**config.mk**
```make
export PLATFORM = sky130hd
export DESIGN_NAME = spi_register_slave
export DESIGN_NICKNAME = d
export VERILOG_FILES = /design/src/rtl/spi_register_slave.sv
export SDC_FILE = /design/constraint.sdc
export NUM_CORES = 1
export LEC_CHECK = 0
export BUFFER_PORTS_ARGS = -buffer_cell sky130_fd_sc_hd__buf_2
export CORE_MARGIN = 4
export CORE_UTILIZATION = 55
export DETAILED_ROUTE_END_ITERATION = 16
export PLACE_DENSITY = 0.74
export SLEW_MARGIN = 20
export SYNTH_ARGS = -nofsm -noshare
export SYNTH_HDL_FRONTEND = slang
export SYNTH_SLANG_ARGS = --single-unit
```
**constraint.sdc**
```tcl
create_clock -name i_Clock -period 6.3 [get_ports i_Clock]
set_clock_uncertainty 0.15 [all_clocks]
set_input_delay 0 -clock i_Clock [delete_from_list [all_inputs] [get_ports i_Clock]]
set_output_delay 0 -clock i_Clock [all_outputs]
set_load 0.01 [all_outputs]
```
**src/rtl/spi_register_slave.sv**
```systemverilog
// SPI mode-0 slave that turns 32-bit host frames into synth register writes.
// SPI pins are synchronised into i_Clock; MISO echoes the last accepted frame.
module spi_register_slave #(
    parameter int SYNC_STAGES = 2,
    parameter int ADDR_WIDTH  = 16,
    parameter int DATA_WIDTH  = 16
) (
    input  logic                  i_Clock,
    input  logic                  i_Reset,
    input  logic                  i_SPI_SCLK,
    input  logic                  i_SPI_CS_n,
    input  logic                  i_SPI_MOSI,
    output logic                  o_SPI_MISO,
    output logic [ADDR_WIDTH-1:0] o_RegisterNumber,
    output logic [DATA_WIDTH-1:0] o_RegisterValue,
    output logic                  o_RegisterWriteEnable,
    output logic                  o_FrameError
);

    localparam int FRAME_BITS = ADDR_WIDTH + DATA_WIDTH;
    localparam int CNT_W      = $clog2(FRAME_BITS + 1);

    localparam logic [CNT_W-1:0] LAST_BIT = CNT_W'(FRAME_BITS - 1);
    localparam logic [CNT_W-1:0] FULL     = CNT_W'(FRAME_BITS);

    localparam logic [1:0] WAIT_CS_HIGH = 2'd0;
    localparam logic [1:0] IDLE         = 2'd1;
    localparam logic [1:0] RECEIVE      = 2'd2;

    logic [SYNC_STAGES-1:0] r_sclk_sync;
    logic [SYNC_STAGES-1:0] r_cs_sync;
    logic [SYNC_STAGES-1:0] r_mosi_sync;

    logic [1:0]            r_state;
    logic [CNT_W-1:0]      r_bit_count;
    logic [FRAME_BITS-1:0] r_rx;
    logic [FRAME_BITS-1:0] r_echo;
    logic [ADDR_WIDTH-1:0] r_number;
    logic [DATA_WIDTH-1:0] r_value;
    logic                  r_write;
    logic                  r_error;

    logic w_sclk_rise;
    logic w_sclk_fall;
    logic w_cs_rise;
    logic w_cs_fall;
    logic w_cs_high;
    logic w_mosi;

    // CS sync resets to "asserted" so a frame already in flight cannot be
    // mistaken for a fresh CS falling edge once reset is released.
    always_ff @(posedge i_Clock) begin
        if (i_Reset) begin
            r_sclk_sync <= '0;
            r_cs_sync   <= '0;
            r_mosi_sync <= '0;
        end else begin
            r_sclk_sync <= {r_sclk_sync[SYNC_STAGES-2:0], i_SPI_SCLK};
            r_cs_sync   <= {r_cs_sync[SYNC_STAGES-2:0], i_SPI_CS_n};
            r_mosi_sync <= {r_mosi_sync[SYNC_STAGES-2:0], i_SPI_MOSI};
        end
    end

    assign w_sclk_rise = r_sclk_sync[SYNC_STAGES-2] & ~r_sclk_sync[SYNC_STAGES-1];
    assign w_sclk_fall = ~r_sclk_sync[SYNC_STAGES-2] & r_sclk_sync[SYNC_STAGES-1];
    assign w_cs_rise   = r_cs_sync[SYNC_STAGES-2] & ~r_cs_sync[SYNC_STAGES-1];
    assign w_cs_fall   = ~r_cs_sync[SYNC_STAGES-2] & r_cs_sync[SYNC_STAGES-1];
    assign w_cs_high   = r_cs_sync[SYNC_STAGES-1];
    assign w_mosi      = r_mosi_sync[SYNC_STAGES-1];

    always_ff @(posedge i_Clock) begin
        if (i_Reset) begin
            r_state     <= WAIT_CS_HIGH;
            r_bit_count <= '0;
            r_rx        <= '0;
            r_echo      <= '0;
            r_number    <= '0;
            r_value     <= '0;
            r_write     <= 1'b0;
            r_error     <= 1'b0;
        end else begin
            r_write <= 1'b0;
            r_error <= 1'b0;
            case (r_state)
                WAIT_CS_HIGH: begin
                    if (w_cs_high) begin
                        r_state <= IDLE;
                    end
                end
                IDLE: begin
                    if (w_cs_fall) begin
                        r_echo      <= {r_number, r_value};
                        r_bit_count <= '0;
                        r_state     <= RECEIVE;
                    end
                end
                RECEIVE: begin
                    if (r_bit_count == FULL) begin
                        r_number    <= r_rx[FRAME_BITS-1:DATA_WIDTH];
                        r_value     <= r_rx[DATA_WIDTH-1:0];
                        r_write     <= 1'b1;
                        r_bit_count <= '0;
                        r_echo      <= r_rx;
                        if (w_cs_high) begin
                            r_state <= IDLE;
                        end
                    end else begin
                        if (w_sclk_rise) begin
                            r_rx        <= {r_rx[FRAME_BITS-2:0], w_mosi};
                            r_bit_count <= r_bit_count + CNT_W'(1);
                        end else if (w_sclk_fall && (r_bit_count != '0)) begin
                            // The falling edge that trails a completed frame sees a
                            // zero count and is skipped, keeping the reloaded MSB.
                            r_echo <= {r_echo[FRAME_BITS-2:0], 1'b0};
                        end
                        if (w_cs_rise && !(w_sclk_rise && (r_bit_count == LAST_BIT))) begin
                            if (r_bit_count != '0) begin
                                r_error <= 1'b1;
                            end
                            r_state <= IDLE;
                        end
                    end
                end
                default: begin
                    r_state <= WAIT_CS_HIGH;
                end
            endcase
        end
    end

    assign o_SPI_MISO            = (r_state == RECEIVE) ? r_echo[FRAME_BITS-1] : 1'b0;
    assign o_RegisterNumber      = r_number;
    assign o_RegisterValue       = r_value;
    assign o_RegisterWriteEnable = r_write;
    assign o_FrameError          = r_error;

endmodule

```
== Word level (Yosys, flattened, before mapping) ==
Index checks and enable logic that the tools add are counted.
Storage, ports and cells
  register bits after elaboration: 112
  bits of input ports: 5
  word-level logic and storage cells: 63
  output and inout port bits: 35
Cells by class
  bitwise operators: 11
  muxes and demuxes: 17
  equal/unequal tests: 9
  add/sub/neg operators: 1
  reductions and logical operators: 14
Operators with widths (count)
  $mux W32: 4
  $pmux W32 S2: 1
  $mux W6: 3
  $ne A3 B3 Y1 const B: 4
  $pmux W6 S2: 1
  $mux W2: 4
  $not A1 Y1: 7
  $add A6 B1 Y6 const B: 1
  $eq A6 B5 Y1 const B: 1
  $eq A6 B6 Y1 const B: 1
  $pmux W2 S3: 1
  $reduce_and A3 Y1: 2
  $reduce_bool A6 Y1: 1
  $and A1 B1 Y1: 4
  $reduce_and A2 Y1: 2
  $reduce_and A4 Y1: 1
  $reduce_or A4 Y1: 1
  $logic_and A1 B1 Y1: 3
  $mux W1: 3
  $eq A2 B1 Y1 const B: 1
  $eq A2 B2 Y1 const B: 1
  $logic_not A2 Y1: 1
  $ne A2 B2 Y1 const B: 1
  $reduce_bool A2 Y1: 1
  other kinds (2): 2

== Logic depth before layout (Yosys ltp) ==
Gate-level depths: netlist (run 1).
  depth after elaboration: 8
  gate-level depth with buffers: 9
  mapped depth without buffers: 6

== Worst setup path before layout (run 1) ==
OpenSTA, ideal clock, no wires.
  path kind: flip-flop to flip-flop
  start point: register r_bit_count[0]
  end point: register r_rx[3]
  path buffers: 2
  arrival time: 1.753 ns
  period minus slack after synthesis: 2.031 ns
  slack: 4.269 ns
  cell stages (with the launch flop): 9
  setup time: 0.128 ns
  data required time: 6.022 ns
  cells stage by stage: dfxtp_1 > inv_1 > ha_1 > nor4b_2 > buf_4 > a211oi_4 > buf_4 > mux2i_1 > nor2_1
Between the ends
  cells in the longest elaborated chain, start to end: 3
RTL lines
  start: declaration: RTL line 35  | logic [CNT_W-1:0] r_bit_count;
  start signal: assignment: RTL line 110  | r_bit_count <= r_bit_count + CNT_W'(1);
  $eq A6 B6 Y1: RTL line 98  | if (r_bit_count == FULL) begin
  $not A1 Y1 (no source line)
  $reduce_and A3 Y1 (no source line)
  end signal: assignment: RTL line 109  | r_rx <= {r_rx[FRAME_BITS-2:0], w_mosi};
  end: declaration: RTL line 36  | logic [FRAME_BITS-1:0] r_rx;
Every way passes these cells.
A chain may end at the register's enable or synchronous reset.

== Worst setup path after layout (run 1) ==
  start point: register r_state[1]
  end point: register r_bit_count[5]
Between the ends
  cells in the longest elaborated chain, start to end: 3
  elaborated cells on any way between the ends: 7
  classes of those cells: 4 x eq/ne; 1 x mux; 2 x reduce/logical
RTL lines
  start: declaration: RTL line 34  | logic [1:0] r_state;
  start signal: assignment: RTL line 73  | r_state <= WAIT_CS_HIGH;
  start signal: assignment: RTL line 87  | r_state <= IDLE;
  start signal: assignment: RTL line 94  | r_state <= RECEIVE;
  $eq A2 B2 Y1 / $eq A2 B1 Y1 (equally long branches): RTL line 84  | case (r_state)
  $ne A3 B3 Y1 (no source line), or another cell as far along
  $reduce_and A3 Y1 (no source line)
Several ways; a longest one is shown, not always the timed one.

==> results of run 1 <==
power by group:
group / internal, mW / switching, mW
sequential: 0.710 / 0.00176
combinational: 0.00863 / 0.0195
clock: 0.188 / 0.256
worst max-delay path: stages (launching register included):
cell	delay, ns
dfxtp_1	0.47
and2b_2	0.74
nand3_1	0.67
buf_4	0.44
a211oi_1	0.29
mux2i_1	0.22
state kept, by name, indices dropped and copies added (netlist names):
register / count
r_rx: 32
r_sclk_sync: 2
r_cs_sync: 2
r_mosi_sync: 2
o_RegisterNumber: 16
r_echo: 32
o_RegisterWriteEnable: 1
o_RegisterValue: 16
r_state: 2
r_bit_count: 6
o_FrameError: 1
logic make-up (layout without fill, tap and decap cells):
| logic type | count (synthesis) | in the layout |
|---|---|---|
| compound gates | 146 | 146 |
| buf+inv | 54 | 74 |
| fa+ha+maj | 2 | 2 |
| flops | 112 | 112 |
| simple gates | 201 | 201 |
| mux | 38 | 38 |
Yosys cell counts, types with 3 or more instances:
cell type,number,area [um2]
a211oi_1,34,255.2
a21oi_1,37,185.2
and3_1,31,193.9
buf_2,9,45.04
buf_4,4,30.03
buf_6,4,45.04
clkbuf_1,30,112.6
dfxtp_1,112,2242
inv_1,7,26.28
mux2i_1,37,370.4
nand2_1,73,274.0
nand2b_1,3,18.77
nand3_1,4,20.02
nor2_1,66,247.7
nor2b_1,6,37.54
o21ai_0,29,145.1
o21ai_1,3,15.01
o31ai_2,29,362.9
layer usage:
| layer | share of wire, % | global-route usage [%] |
|---|---|---|
| met5 | 0 | 0 |
| met4 | 1.9 | 8.167 |
| met3 | 4.0 | 3.488 |
| met2 | 47 | 34.61 |
| met1 | 47 | 28.46 |
layout make-up:
| type | count | area (um2) | share of cell area, % |
|---|---|---|---|
| clock inverter | 7 | 80.08 | 1.477 |
| tap | 108 | 135.1 | 2.493 |
| clock buffer | 9 | 123.9 | 2.285 |
| sequential | 112 | 2242 | 41.37 |
| timing repair buffer | 51 | 292.8 | 5.402 |
| multi-input combinational | 387 | 2520 | 46.49 |
| inverter | 7 | 26.28 | 0.4848 |
through the flow:
step / power (mW) / setup WS [ns]
after detailed placement: 0.7546 / 3.230
after floorplan: 0.7486 / 4.269
after global placement: 0.7541 / 3.413
after CTS: 1.194 / 3.193
final: 1.184 / 3.245
after global routing: 1.224 / 2.968
worst paths after layout:
| path | slack (ns) | cells after the start | endpoint | start |
|---|---|---|---|---|
| worst min-delay path | 0.13 | 3 | r_cs_sync[1]$_SDFF_PP0_ | i_Reset |
| worst min register to register | 0.32 | 2 | o_RegisterValue[7]$_SDFFE_PP0P_ | o_RegisterValue[7]$_SDFFE_PP0P_ |
| worst max register to register | 3.24 | 5 | r_bit_count[5]$_SDFFE_PP0P_ | r_state[1]$_SDFFE_PP0P_ |
| worst max-delay path | 3.24 | 5 | r_bit_count[5]$_SDFFE_PP0P_ | r_state[1]$_SDFFE_PP0P_ |
==> flow_metrics.tcl, run 1 <==
set metrics [dict create \
    num_io_pins 40 \
    postLayoutCellArea_mm2 0.005420 \
    synth_top_family_by_area "compound AO/OA/AOI/OAI gates" \
    antenna_found_initial 0 \
    cts_inserted_buffers 9 \
    vias_per_cell 5.922 \
    start_util_pct 56.86 \
    synth_xor_area_share_pct 0 \
    maxCapViolCount 0 \
    nets 575 \
    crit_required_ns 6.46 \
    synth-simple-area-share_pct 19.24 \
    place_congestion 0.8307 \
    wl_per_cell_um 16.25 \
    synth_area_mm2 0.005007 \
    dp_hpwl_mm 6.438 \
    synth_mux_area_share_pct 7.621 \
    synth_compound_gate_area_share_pct 22.69 \
    hold_path_class "input port to flop" \
    ant_nets 0 \
    ys_seq_area_share_pct 44.78 \
    die_area_mm2 0.01069 \
    drtIter0Drc 247 \
    critPathKind "flop to flop" \
    synth.distinct_cells 48 \
    die_w_um 103.4 \
    syn_inst 553 \
    synthFlopType "dfxtp_1" \
    critPathCaptureType "flop" \
    placementRows 34 \
    fmax_mhz 327.3 \
    grt_max_degree 83 \
    dp_cells 662 \
    finalCritPeriodShare_pct 48.50 \
    final_core_util_pct 61.55 \
    ir_drop_v 0.00009329 \
    area_growth_pct 8.246 \
    whs_ns 0.1347 \
    h-tree-depth 3 \
    avgSynthCellArea_um2 9.055 \
    track_usage_pct 21.31 \
    cts.clk_slew.worst_paths_ns 0.11 \
    grt_overflow 0 \
    synth_adder_area_share_pct 0.4998 \
    status "finished, final reports clean" \
    fin_tns_setup_ns 0 \
    finalWirelength_mm 11.07 \
    grt_pass1_vias 3822 \
    drtPass1Iterations 5 \
    start_kind "flop" \
    ctsResizeCount 0 \
    portBuffers 39 \
    finalHoldViolations 0 \
    core_mm2 0.008806 \
    mostFrequentLayoutCells "dfxtp_1, nand2_1, nor2_1, buf_2" \
    grt_pass1_wl_mm 18.29 \
    post_cts_buffers 0 \
    rsz0062_at_grt "no" \
    via_count 4033 \
    ys_warn_count 0 \
    cts.sinks 112 \
    arrival_ns 3.21 \
    insertion_delay_ns 0.37 \
    cts_hold_buf 3 \
    ys_ff_latch 112 \
    dieHeight_um 103.4 \
    place_area_mm2 0.005186 \
    synthesis.nets 560 \
    synth_edf_count 0 \
    stdcell_count 681 \
    async_reset_ff_share_pct 0 \
    leakagePower_nw 2.003 \
    cts_max_path_buffers 2 \
    power_density_mw_per_mm2 218.4 \
    diodes 0 \
    fill_cells 778 \
    report.final.slew_viol_count 0 \
    tritoncts "yes" \
    drc_errors 0 \
    cp_max_fo 39 \
    tightest_slew_ns 0.8313 \
    setup_viol 0 \
    cts-root-buf "clkbuf_8" \
    fin_crit_ns 3.055 \
    final_common_cell "dfxtp_1" \
    relSlewSlack_pct 44.58 \
    drive_gt1_share_pct 19.55 \
]
Note: power is estimated with default switching activity, not from simulation.
==> inputs of run 2 (changes only) <==
Clock period 6.3 ns to 3.1 ns, I/O delays scaled along.
==> run 2 against run 1 <==
Net effect:
- global-route usage is 0.13 points higher
- maximum frequency is 28% higher
- register-to-register slack worse by 2.5 ns
- combinational power is 110% higher
- critical path depth is 2 higher
- final cell count is 0.88% higher
- critical path type unchanged
==> flow_metrics.tcl, run 2 (synthesis results as in run 1) <==
set metrics [dict create \
    power_density_mw_per_mm2 474.7 \
    r2r_setup_slack_ns 0.71 \
    finalPower_mw 2.625 \
    critPathCaptureType "flop" \
    arrival_ns 2.50 \
    antenna_found_initial 0 \
    final_common_cell "dfxtp_1" \
    dp_hpwl_mm 6.906 \
    die_area_mm2 0.01069 \
    cts-root-buf "clkbuf_8" \
    drtIter0Drc 174 \
    wl_per_cell_um 15.83 \
    clockPowerShare_pct 42.7 \
    finalHoldViolations 0 \
    reg_top3 "r_echo x32, r_rx x32" \
    leakagePower_nw 2.071 \
    report.final.slew_viol_count 0 \
    start_util_pct 56.86 \
    cp_max_fo 34 \
    tightest_slew_ns 0.7879 \
    r2r_cells 7 \
    fin_tns_setup_ns 0 \
    track_usage_pct 21.43 \
    power_frac_seq_pct 55.1 \
    hold_start "i_SPI_CS_n" \
    critPathKind "flop to flop" \
    holdPathStages 3 \
    final_core_util_pct 62.80 \
    status "finished, final reports clean" \
    relSlewSlack_pct 47.48 \
    num_io_pins 40 \
    swShare_pct 20.68 \
    fin_crit_ns 2.385 \
    fill_cells 729 \
    tritoncts "yes" \
    nets 581 \
    diodes 0 \
    die_w_um 103.4 \
    cts.clk_slew.worst_paths_ns 0.10 \
    core_mm2 0.008806 \
    h-tree-depth 3 \
    p_comb_share_pct 2.2 \
    grt_pass1_wl_mm 18.49 \
    grt_pass1_vias 3746 \
    insertion_delay_ns 0.37 \
    ant_nets 0 \
    finalWirelength_mm 10.88 \
    r2r-start "r_bit_count[0]$_SDFFE_PP0P_" \
    critPathLaunch "r_bit_count[0]$_SDFFE_PP0P_" \
    setup_viol 0 \
    cts_max_path_buffers 2 \
    hold_path_class "input port to flop" \
    mostFrequentLayoutCells "dfxtp_1, nand2_1, nor2_1, buf_2" \
    placementRows 34 \
    portBuffers 39 \
    drtPass1Iterations 5 \
    cts_inserted_buffers 9 \
    maxCapViolCount 0 \
    cts.sinks 112 \
    fmax_mhz 419.2 \
    drc_errors 0 \
    start_kind "flop" \
    grt_max_degree 78 \
    vias_per_cell 5.812 \
    via_count 3993 \
    ir_drop_v 0.0003516 \
    rr_endpoint "r_state[1]$_SDFFE_PP0P_" \
    rsz0062_at_grt "no" \
    switchingPower_mw 0.5430 \
    dieHeight_um 103.4 \
    grt_overflow 0 \
    holdPathEnd "r_cs_sync[0]$_SDFF_PP0_" \
    drive_gt1_share_pct 20.21 \
    area_growth_pct 10.44 \
    crit_required_ns 3.22 \
    place_congestion 0.8032 \
    cell_internal_pwr_mw 2.082 \
    finalCritPeriodShare_pct 76.95 \
]
run 2: final cells by class:
class | count | area (um2) | area share (%)
Multi-Input combinational cell | 387 | 2520 | 45.57
Sequential cell | 112 | 2242 | 40.54
Timing Repair Buffer | 57 | 340.3 | 6.154
Clock inverter | 7 | 142.6 | 2.579
Tap cell | 108 | 135.1 | 2.443
Clock buffer | 9 | 123.9 | 2.240
Inverter | 7 | 26.28 | 0.4751
run 2: power groups by stage:
stage	Combinational [mW]	Clock, mW	Sequential, mW
2_1_floorplan	0.0429	0	1.48
4_1_cts	0.0582	1.14	1.45
6_report	0.0580	1.12	1.45
3_5_place_dp	0.0540	0	1.48
5_1_grt	0.0641	1.20	1.45
3_3_place_gp	0.0533	0	1.48
run 2: worst max path at each step:
stage | cells past startpoint | endpoint | slack, ns
floorplan | 8 | r_rx[3]$_SDFFE_PP0P_ | 1.07
global placement | 7 | r_state[1]$_SDFFE_PP0P_ | 0.78
detailed placement | 7 | r_state[1]$_SDFFE_PP0P_ | 0.74
CTS | 7 | r_state[1]$_SDFFE_PP0P_ | 0.72
global route | 7 | r_echo[12]$_SDFFE_PP0P_ | 0.52
finish | 7 | r_state[1]$_SDFFE_PP0P_ | 0.71
run 2: stage by stage:
step	instance area (um2)	cells	hold slack, ns	setup slack (ns)
6_report	5530	687	0.2200	0.7146
5_1_grt	5530	687	0.2403	0.5207
4_1_cts	5530	687	0.2179	0.7224
3_5_place_dp	5224	667	0.06684	0.7352
3_3_place_gp	5224	667	0.05936	0.7839
2_1_floorplan	5007	553	-0.02182	1.069
run 2: metal layers:
layer	global-route usage, %	vias up	routed length (um)	part of all wire [%]
li1	-	1983	-	-
met1	30.79	1922	5210	48
met2	34.07	78	5119	47
met3	3.890	10	464	4.3
met4	4.084	0	83	0.76
met5	0	-	0	0
run 2: critical path, stage by stage (launching register included):
cell     delay, ns
dfxtp_1       0.35
inv_1         0.08
ha_1          0.16
nor4b_4       0.23
buf_4         0.26
nand2_2       0.42
and2_1        0.31
o31a_2        0.31
run 2: what timing repair did:
| action | CTS | global route |
|---|---|---|
| endpoints found under the setup margin | 0 | 0 |
| gates resized for setup | 0 | 0 |
| hold buffers | 4 | 0 |
| setup buffers | 0 | 0 |
| endpoints found under the hold margin | 8 | 0 |
==> inputs of run 3 (changes only) <==
Clock period 3.1 ns to 2.5 ns, I/O delays scaled along.
==> run 3 against run 2 <==
Net effect:
- largest cell class unchanged
- cell area about the same
- via count increased by 2.1%
- first-iteration DRC count increased by 5.2%
- highest routed layer unchanged
- wire length increased by 3.6%
- final cell count increased by 0.44%
- sequential power increased by 23%
- critical endpoint is now r_echo[7]$_SDFFE_PP0P_
- critical path type unchanged
==> flow_metrics.tcl, run 3 (synthesis results as in run 1) <==
set metrics [dict create \
    start_util_pct 56.86 \
    final_core_util_pct 62.76 \
    dp_hpwl_mm 7.251 \
    reg_top3 "r_echo x32, r_rx x32" \
    grt_pass1_vias 3910 \
    critPathLaunch "r_bit_count[0]$_SDFFE_PP0P_" \
    num_io_pins 40 \
    grt_max_degree 76 \
    final_common_cell "dfxtp_1" \
    drtIter0Drc 183 \
    slowest_stage "nor4b_4" \
    h-tree-depth 3 \
    critPathMaxStageDelay_ns 0.39 \
    finalCritPeriodShare_pct 93.12 \
    routed.top_layer "met4" \
    stdcell_count 690 \
    setup_viol 0 \
    hold_path_class "input port to flop" \
    antenna_found_initial 0 \
    drc_errors 0 \
    report.final.slew_viol_count 0 \
    cts.clk_slew.worst_paths_ns 0.10 \
    wl_met2_mm 5.411 \
    via_count 4075 \
    finalHoldViolations 0 \
    cts.sinks 112 \
    placementRows 34 \
    rsz0062_at_grt "no" \
    drive_gt1_share_pct 20.45 \
    die_w_um 103.4 \
    ir_drop_v 0.0003216 \
    maxCapViolCount 0 \
    hold_start "i_SPI_SCLK" \
    mostFrequentLayoutCells "dfxtp_1, nand2_1, nor2_1, buf_2" \
    fill_cells 758 \
    fin_tns_setup_ns 0 \
    post_cts_buffers 0 \
    cts_inserted_buffers 9 \
    fin_crit_ns 2.328 \
    vias_per_cell 5.906 \
    wl_met1_mm 5.274 \
    relSlewSlack_pct 49.32 \
    die_area_mm2 0.01069 \
    leakagePower_nw 2.057 \
    cp_max_fo 19 \
    arrival_ns 2.42 \
    r2r-start "r_bit_count[0]$_SDFFE_PP0P_" \
    start_kind "flop" \
    postLayoutCellArea_mm2 0.005527 \
    wl_per_cell_um 16.33 \
    place_congestion 0.8020 \
    fmax_mhz 429.6 \
    dieHeight_um 103.4 \
    cts-root-buf "clkbuf_8" \
    area_growth_pct 10.37 \
    ant_nets 0 \
    drtPass1Iterations 5 \
    cts_max_path_buffers 2 \
    crit_required_ns 2.59 \
    ctsResizeCount 0 \
    multi_input_area_mm2 0.002520 \
    finalWirelength_mm 11.27 \
    track_usage_pct 22.01 \
    diodes 0 \
    critPathKind "flop to flop" \
    nets 585 \
    tightest_slew_ns 0.7602 \
    critPathCaptureType "flop" \
    grt_pass1_wl_mm 18.88 \
    ff_latch_area_mm2 0.002242 \
    grt_overflow 0 \
    status "finished, final reports clean" \
    dp_cells 671 \
    wl_met3_um 455 \
    portBuffers 39 \
    insertion_delay_ns 0.36 \
    whs_ns 0.2328 \
    cts_hold_buf 4 \
    core_mm2 0.008806 \
    place_area_mm2 0.005291 \
    power_density_mw_per_mm2 532.2 \
    path_cells "inv_1 -> ha_1 -> nor4b_4 -> nand2_2 -> buf_4 -> a211oi_1 -> o31ai_2" \
    tritoncts "yes" \
]
==> run 3: cell type report <==
class,count,area share (%)
inverter,7,0.4754
multi-input combinational,387,45.60
sequential,112,40.57
tap,108,2.445
clock inverter,4,0.9735
clock buffer,11,2.558
timing repair buffer,61,7.381
==> run 3: critical path, delay by kind of cell, from the launching register on <==
kind,cells,cell delay (ns)
AND/OR/NAND/NOR,2,0.75
AO/OA/AOI/OAI,2,0.43
buffers and inverters,2,0.37
flip-flops,1,0.35
adder cells (fa/ha/maj),1,0.16
==> run 3: routing by layer <==
metal / track usage (%) / vias up
met2: 35.83 / 97
met1: 30.16 / 1984
met5: 0 / -
met4: 6.375 / 0
met3: 3.689 / 11
li1: - / 1983
==> run 3: metrics by stage <==
stage | power (mW) | setup WS, ns
2_1_floorplan | 1.886 | 0.4695
6_report | 2.941 | 0.1720
3_5_place_dp | 1.904 | 0.2236
5_1_grt | 3.051 | 0.02585
4_1_cts | 2.961 | 0.1973
3_3_place_gp | 1.902 | 0.3778
==> run 3: worst paths after layout <==
check                                                  to  slack (ns)  cells past startpoint
worst max register to register     r_echo[7]$_SDFFE_PP0P_        0.17                      7
worst max-delay path               r_echo[7]$_SDFFE_PP0P_        0.17                      7
worst min-delay path            r_sclk_sync[0]$_SDFF_PP0_        0.23                      3
worst min register to register  r_mosi_sync[1]$_SDFF_PP0_        0.30                      1
==> run 3: report_power, final <==
| part | internal, mW | switching (mW) |
|---|---|---|
| clock | 0.490 | 0.584 |
| combinational | 0.0237 | 0.0501 |
| sequential | 1.79 | 0.00526 |
